<file path="config.mk">
export PLATFORM = sky130hd
export DESIGN_NAME = sprdma
export DESIGN_NICKNAME = d
export VERILOG_FILES = /design/src/rtl/sprdma.sv
export SDC_FILE = /design/constraint.sdc
export NUM_CORES = 1
export LEC_CHECK = 0
export CAP_MARGIN = 15
export CORE_MARGIN = 2
export CORE_UTILIZATION = 48
export CTS_CLUSTER_DIAMETER = 60
export DETAILED_ROUTE_END_ITERATION = 8
export GPL_ROUTABILITY_DRIVEN = 0
export HOLD_SLACK_MARGIN = 0.06
export PLACE_DENSITY = 0.79
export REMOVE_ABC_BUFFERS = 1
export SYNTH_ARGS = -nofsm -noshare
export SYNTH_HDL_FRONTEND = slang
export SYNTH_SLANG_ARGS = --single-unit
</file>
<file path="constraint.sdc">
create_clock -name clk -period 2.2 [get_ports clk]
set_input_delay 0.22 -clock clk [delete_from_list [all_inputs] [get_ports clk]]
set_output_delay 0.22 -clock clk [all_outputs]
set_load 0.02 [all_outputs]
</file>
<file path="src/rtl/sprdma.sv">
// Sprite DMA: a CPU write to TRIG_ADDR stalls the CPU, then 256 bytes are copied from
// page {data, 8'h00} to OAM_ADDR using alternating read/write bus cycles.
module sprdma #(
  parameter int unsigned CYC_CLKS  = 4,
  parameter logic [15:0] TRIG_ADDR = 16'h4014,
  parameter logic [15:0] OAM_ADDR  = 16'h2004
) (
  input  logic        clk,
  input  logic        rst_n,
  input  logic        ready,
  input  logic [15:0] cpu_a,
  input  logic [7:0]  cpu_dout,
  input  logic        cpu_r_nw,
  input  logic [7:0]  mem_din,
  output logic        active,
  output logic        cpu_ready,
  output logic [15:0] sprdma_a,
  output logic [7:0]  sprdma_dout,
  output logic        sprdma_r_nw
);

  localparam int unsigned CntW = (CYC_CLKS > 2) ? $clog2(CYC_CLKS) : 1;
  localparam logic [CntW-1:0] CntLast = CntW'(CYC_CLKS - 1);

  typedef enum logic [2:0] {StIdle, StWait, StDummy, StRead, StWrite} state_e;

  state_e          state_q;
  logic [CntW-1:0] cnt_q;
  logic [7:0]      idx_q;
  logic [7:0]      page_q;
  logic            trig_q;
  logic            active_q;
  logic            cpu_ready_q;
  logic [15:0]     a_q;
  logic [7:0]      dout_q;
  logic            r_nw_q;

  logic trig;
  logic cyc_last;

  assign trig     = (cpu_a == TRIG_ADDR) && !cpu_r_nw;
  assign cyc_last = (cnt_q == CntLast);

  always_ff @(posedge clk) begin
    if (!rst_n) begin
      state_q     <= StIdle;
      cnt_q       <= '0;
      idx_q       <= 8'h00;
      page_q      <= 8'h00;
      trig_q      <= 1'b0;
      active_q    <= 1'b0;
      cpu_ready_q <= 1'b1;
      a_q         <= 16'h0000;
      dout_q      <= 8'h00;
      r_nw_q      <= 1'b1;
    end else if (ready) begin
      trig_q <= trig;
      unique case (state_q)
        StIdle: begin
          if (trig && !trig_q) begin
            page_q  <= cpu_dout;
            state_q <= StWait;
          end
        end
        // Let the triggering CPU write finish before taking the bus.
        StWait: begin
          if (!trig) begin
            state_q     <= StDummy;
            idx_q       <= 8'h00;
            cnt_q       <= '0;
            active_q    <= 1'b1;
            cpu_ready_q <= 1'b0;
            a_q         <= {page_q, 8'h00};
            r_nw_q      <= 1'b1;
          end
        end
        StDummy: begin
          if (cyc_last) begin
            cnt_q   <= '0;
            state_q <= StRead;
            a_q     <= {page_q, idx_q};
          end else begin
            cnt_q <= cnt_q + CntW'(1);
          end
        end
        StRead: begin
          if (cyc_last) begin
            cnt_q   <= '0;
            dout_q  <= mem_din;
            state_q <= StWrite;
            a_q     <= OAM_ADDR;
            r_nw_q  <= 1'b0;
          end else begin
            cnt_q <= cnt_q + CntW'(1);
          end
        end
        StWrite: begin
          if (cyc_last) begin
            cnt_q  <= '0;
            r_nw_q <= 1'b1;
            if (idx_q == 8'hFF) begin
              state_q     <= StIdle;
              active_q    <= 1'b0;
              cpu_ready_q <= 1'b1;
            end else begin
              idx_q   <= idx_q + 8'd1;
              a_q     <= {page_q, idx_q + 8'd1};
              state_q <= StRead;
            end
          end else begin
            cnt_q <= cnt_q + CntW'(1);
          end
        end
        default: state_q <= StIdle;
      endcase
    end
  end

  assign active      = active_q;
  assign cpu_ready   = cpu_ready_q;
  assign sprdma_a    = a_q;
  assign sprdma_dout = dout_q;
  assign sprdma_r_nw = r_nw_q;

endmodule

</file>
; ---- Word level (Yosys, flattened, before mapping)
; Index checks and enable logic that the tools add are counted.
[totals]
word_cells = 75
register_bits = 49
inputBits = 36
[classes]
n_eq_ne = 14
n_addsub = 2
muxes = 31
reduce_logical = 18
[op_table]
columns = op, count
row1 = $mux W16, 5
row2 = $pmux W16 S4, 1
row3 = $mux W8, 3
row4 = $eq A16 B15 Y1 const B, 1
row5 = $pmux W8 S2, 1
row6 = $mux W3, 5
row7 = $pmux W3 S5, 1
row8 = $reduce_and A5 Y1, 3
row9 = $ne A2 B2 Y1 const B, 7
row10 = $reduce_and A3 Y1, 3
row11 = $add A8 B1 Y8 const B, 1
row12 = $eq A8 B8 Y1 const B, 1
row13 = $mux W1, 8
row14 = $reduce_and A7 Y1, 1
row15 = $eq A3 B2 Y1 const B, 2
row16 = $mux W2, 3
row17 = $reduce_and A6 Y1, 1
row18 = $pmux W1 S2, 2
row19 = $pmux W2 S2, 1
row20 = $reduce_bool A2 Y1, 2
row21 = $reduce_bool A4 Y1, 1
row22 = $eq A3 B1 Y1 const B, 1
row23 = $eq A3 B3 Y1 const B, 1
row24 = $logic_not A3 Y1, 1
row25 = other kinds (7), 9

; ---- Logic depth before layout (Yosys ltp)
[logic_depth]
word_depth = 5
depth_mapped = 9

; ---- Worst setup path after synthesis
; No wires, ideal clock.
[synth_path]
kind = reg-to-reg
startpoint = reg idx_q[0]
endpoint = reg a_q[3], in the netlist sprdma_a[3]
slack_ps = 337
arrival_ps = 1740
path_stages_with_launch = 10
path_buffers = 3
path_cell_list = dfxtp_1 -> ha_1 -> and3_1 -> clkbuf_1 -> a211oi_2 -> nor2_1 -> a21o_1 -> buf_6 -> buf_8 -> mux2i_1
[synth_between]
elab_chain_cells = 4
elab_cells_between_ends = 7
[synth_lines]
columns = item, line_no
row1 = start: declaration, 29  ; logic [7:0] idx_q;
row2 = start signal: assignment, 106  ; idx_q <= idx_q + 8'd1;
row3 = $add A8 B1 Y8, 107  ; a_q <= {page_q, idx_q + 8'd1};
row4 = $mux W16, 101  ; if (idx_q == 8'hFF) begin
row5 = $mux W16, 98  ; if (cyc_last) begin
row6 = $pmux W16 S4, 58  ; unique case (state_q)
row7 = end signal: assignment, 73  ; a_q <= {page_q, 8'h00};
row8 = end signal: assignment, 81  ; a_q <= {page_q, idx_q};
row9 = end signal: assignment, 107
row10 = end: declaration, 34  ; logic [15:0] a_q;
; Parallel ways exist; a longest one is shown, timed or not. The select of a mux whose other input is x is not followed.
; A chain may end at the register's enable or synchronous reset.

; ---- Worst setup path after layout
[layout_path]
startpoint = reg state_q[2]
endpoint = reg idx_q[5]
[layout_between]
elab_chain_cells = 3
elab_cells_between_ends = 8
[layout_lines]
columns = item, line_no
row1 = start: declaration, 27  ; state_e state_q;
row2 = start signal: assignment, 46  ; state_q <= StIdle;
row3 = start signal: assignment, 62  ; state_q <= StWait;
row4 = start signal: assignment, 68  ; state_q <= StDummy;
row5 = $eq A3 B3 Y1 / $eq A3 B1 Y1 (equally long branches), 58
row6 = $ne A2 B2 Y1 (no source line) / $reduce_bool A2 Y1 (equally long branches), --
row7 = $reduce_and A5 Y1 (no source line), --
; Parallel ways exist; a longest one is shown, timed or not.

==> out/metrics.csv <==
stage;metric;value;unit
status;status;complete, no violations;
grt;antenna violations before repair;0;
yosys;most common library cells after synthesis;53 x nand2_1, 49 x dfxtp_1, 24 x mux2i_1;
timing;setup violators final;0;
grt;M1 GR Usage;24.9;%
clock_network;Sink Count;49;
clock_network;Worst-Skew Late Latency;0.30;ns
floorplanning;Die ar.;5540;sq um
power;maximum VDD drop;0.000339;V
yosys;Synth Instances;280;
timing;RSZ-0062 raised after global routing;false;
grt;met3 Use GR;3.25;%
yosys;Async S/R FF share, synth;0;%
routing;Total Routed Length;5410;um
grt;grt met2 use;36.6;%
setup_path;startpoint class of the critical path;register;
routing;Post-DRT Antenna Nets;0;
final_layout;Antenna Cells;0;
timing;Tmin final;1.98;ns
clock_network;H-tree depth;2;
timing;Clock Skew;0.00611;ns
clock_network;CTS tree;built;
routing;DR vias;2223;
timing;Worst Max-Slew Pin Slew;0.608;ns
final_layout;final core utilization;67.8;%
setup_path;Max FO, Critical Path;11;
routing;Wirelength per Cell;13.1;um
clock_network;CTS clock-pin slew for the worst setup and hold paths;0.09;ns
yosys;Yosys top cell by area;dfxtp_1;
yosys;count leader, synth;nand2_1;
grt;grt peak-use layer;met2;
yosys;top cell type's share of synthesized area;41.2;%
yosys;top_reg_cell synth;dfxtp_1;
place;cell total after placement;404;
grt;first-pass GRT wire length;8940;um
clock_network;root buf cell;clkbuf_8;
floorplanning;core area;4750;sq um
yosys;syn avg cell area;8.50;sq um
power;static leakage;1.27;nW
floorplanning;Initial Util;50.1;%
timing;Slew Limit Headroom;59.4;%
setup_path;CP max-delay cell;dfxtp_1;
setup_path;Worst path max stage delay;0.54;ns
flow_run;max-cap viol count;0;
routing;initial drt markers;144;
floorplanning;row count;25;
clock_network;post-CTS setup buffers;0;
clock_network;post-CTS sizing;0;
yosys;netlist area before placement;2380;sq um
grt;largest net degree at the start of global routing;42;
clock_network;Hold Buf Count CTS;0;
yosys;#FFs+latches synth;49;
grt;vias in the first global route;2096;
routing;Via-to-Cell Ratio;5.40;
final_layout;fin nets;382;
setup_path;WP data required;2.39;ns
yosys;Synth Warn #;0;
yosys;Netlist cell types;48;
timing;max-slew violations;0;
floorplanning;Die Wd;74.4;um
setup_path;Crit. End Element;register;
floorplanning;io pins;63;
yosys;ranking of synthesized cells by area;dfxtp_1 41%, mux2i_1 10%, nand2_1 8.4%;
clock_network;clock tree buffer depth;2;
routing;drt pass-1 iters;4;
timing;Final Cycle Share;89.8;%
setup_path;R2R Setup Slk;0.22;ns
yosys;Seq/Total Area, Yosys;41.2;%
grt;total global routing overflow;0;
final_layout;Area Growth Syn to Fin;35.4;%
yosys;number of synthesized flops with an enable pin;0;
setup_path;Data arrival, critical path;2.17;ns
setup_path;Worst Setup Path Type;reg2reg;
power;PD cells;511;nW/um^2
timing;fmax;506;MHz
place;dpl hpwl;4000;um
setup_path;cells along the critical path;or3b_4 -> a211oi_2 -> o221ai_1 -> buf_4 -> o211ai_1 -> o31ai_1;
timing;final count of hold timing violations;0;
place;# port buffers;62;
final_layout;Layout Cells excl Fill;412;
final_layout;layout cells sized above 1;8.70;%
grt;Overall Global Routing Usage;20.6;%
routing;drc violations;0;
min_path;Hold Crit Class;in2reg;
floorplanning;chip height;74.4;um
clock_network;Inserted Clock Buffers;5;
## logic make-up after synthesis
logic type	Yosys count	synth area share (%)
adder cells (fa/ha/maj)	2	1.05
buffers and inverters	26	5.20
multiplexers	24	10.1
AND/OR/NAND/NOR	114	23.8
AO/OA/AOI/OAI	64	18.3
flip-flops	49	41.2
XOR/XNOR	1	0.368
## stage by stage
| step | area [sq um] | worst slack [ns] | hold slack, ns | total power, mW | TNS (ns) |
|---|---|---|---|---|---|
| floorplan | 2280 | -0.0511 | 0.299 | 0.923 | -0.818 |
| global placement | 3110 | 0.0463 | 0.443 | 1.01 | 0 |
| detailed placement | 3110 | -0.00197 | 0.452 | 1.01 | -0.00197 |
| CTS | 3220 | 0.232 | 0.368 | 1.67 | 0 |
| global route | 3220 | 0.0915 | 0.400 | 1.70 | 0 |
| finish | 3220 | 0.224 | 0.372 | 1.65 | 0 |
## routing by layer
layer  wire length, um  share of wire [%]  vias to the layer above
met5                 0                  0                        -
met4               104                1.9                        0
met3               211                3.9                       10
met2              2630                 49                       61
met1              2470                 46                     1030
li1                  -                  -                     1122
## worst paths after layout
kind / cells after the start / endpoint / start
max: 6 / idx_q[5]$_SDFFE_PN0P_ / state_q[2]$_SDFFE_PN0P_
min reg2reg: 2 / sprdma_a[14]$_SDFFE_PN0P_ / page_q[6]$_SDFFE_PN0P_
min: 3 / sprdma_r_nw$_SDFFE_PN1P_ / rst_n
max reg2reg: 6 / idx_q[5]$_SDFFE_PN0P_ / state_q[2]$_SDFFE_PN0P_
## layout by cell type, fill, tap and decap left out, types with 3 or more instances in the layout
cell | Yosys | routed
a31oi_1 | 3 | 3
mux2i_1 | 24 | 24
nand4_1 | 4 | 4
nor3b_1 | 3 | 3
nor2b_1 | 10 | 10
a21boi_0 | 10 | 10
a21oi_1 | 9 | 9
o31ai_1 | 3 | 3
nand3_1 | 8 | 8
inv_1 | 4 | 4
dfxtp_1 | 49 | 49
nand3b_1 | 3 | 3
o221ai_1 | 6 | 6
clkbuf_8 | 0 | 6
and3_1 | 3 | 3
clkdlybuf4s50_1 | 0 | 61
o21ai_0 | 14 | 14
nor3_1 | 3 | 3
buf_4 | 1 | 15
nor2_1 | 11 | 11
nand2_1 | 53 | 53
o211ai_1 | 6 | 6
## where the power goes
group	internal (mW)	total [mW]	switching, mW
Clock	0.371	0.659	0.288
Sequential	0.886	0.886	0.000000981
Combinational	0.0689	0.105	0.0357
Total	1.33	1.65	0.324
## cell type report
| class | count | area (sq um) |
|---|---|---|
| Timing Repair Buffer | 78 | 748 |
| Fill cell | 404 | 1530 |
| Clock inverter | 1 | 30.0 |
| Inverter | 5 | 18.8 |
| Tap cell | 67 | 83.8 |
| Multi-Input combinational cell | 205 | 1280 |
| Sequential cell | 49 | 981 |
| Clock buffer | 7 | 86.3 |
## worst max-delay path: cells and delay by family (launching register included)
kind	cells	cell delay (ns)
flops	1	0.54
compound gates	4	0.69
simple gates	1	0.43
buf+inv	1	0.20
## state kept, by name (all words and copies together) (netlist names)
signal       flops
page_q           8
cpu_ready        1
sprdma_r_nw      1
idx_q            8
sprdma_a        16
cnt_q            2
active           1
sprdma_dout      8
state_q          3
trig_q           1
Note: power is estimated with default switching activity, not from simulation.
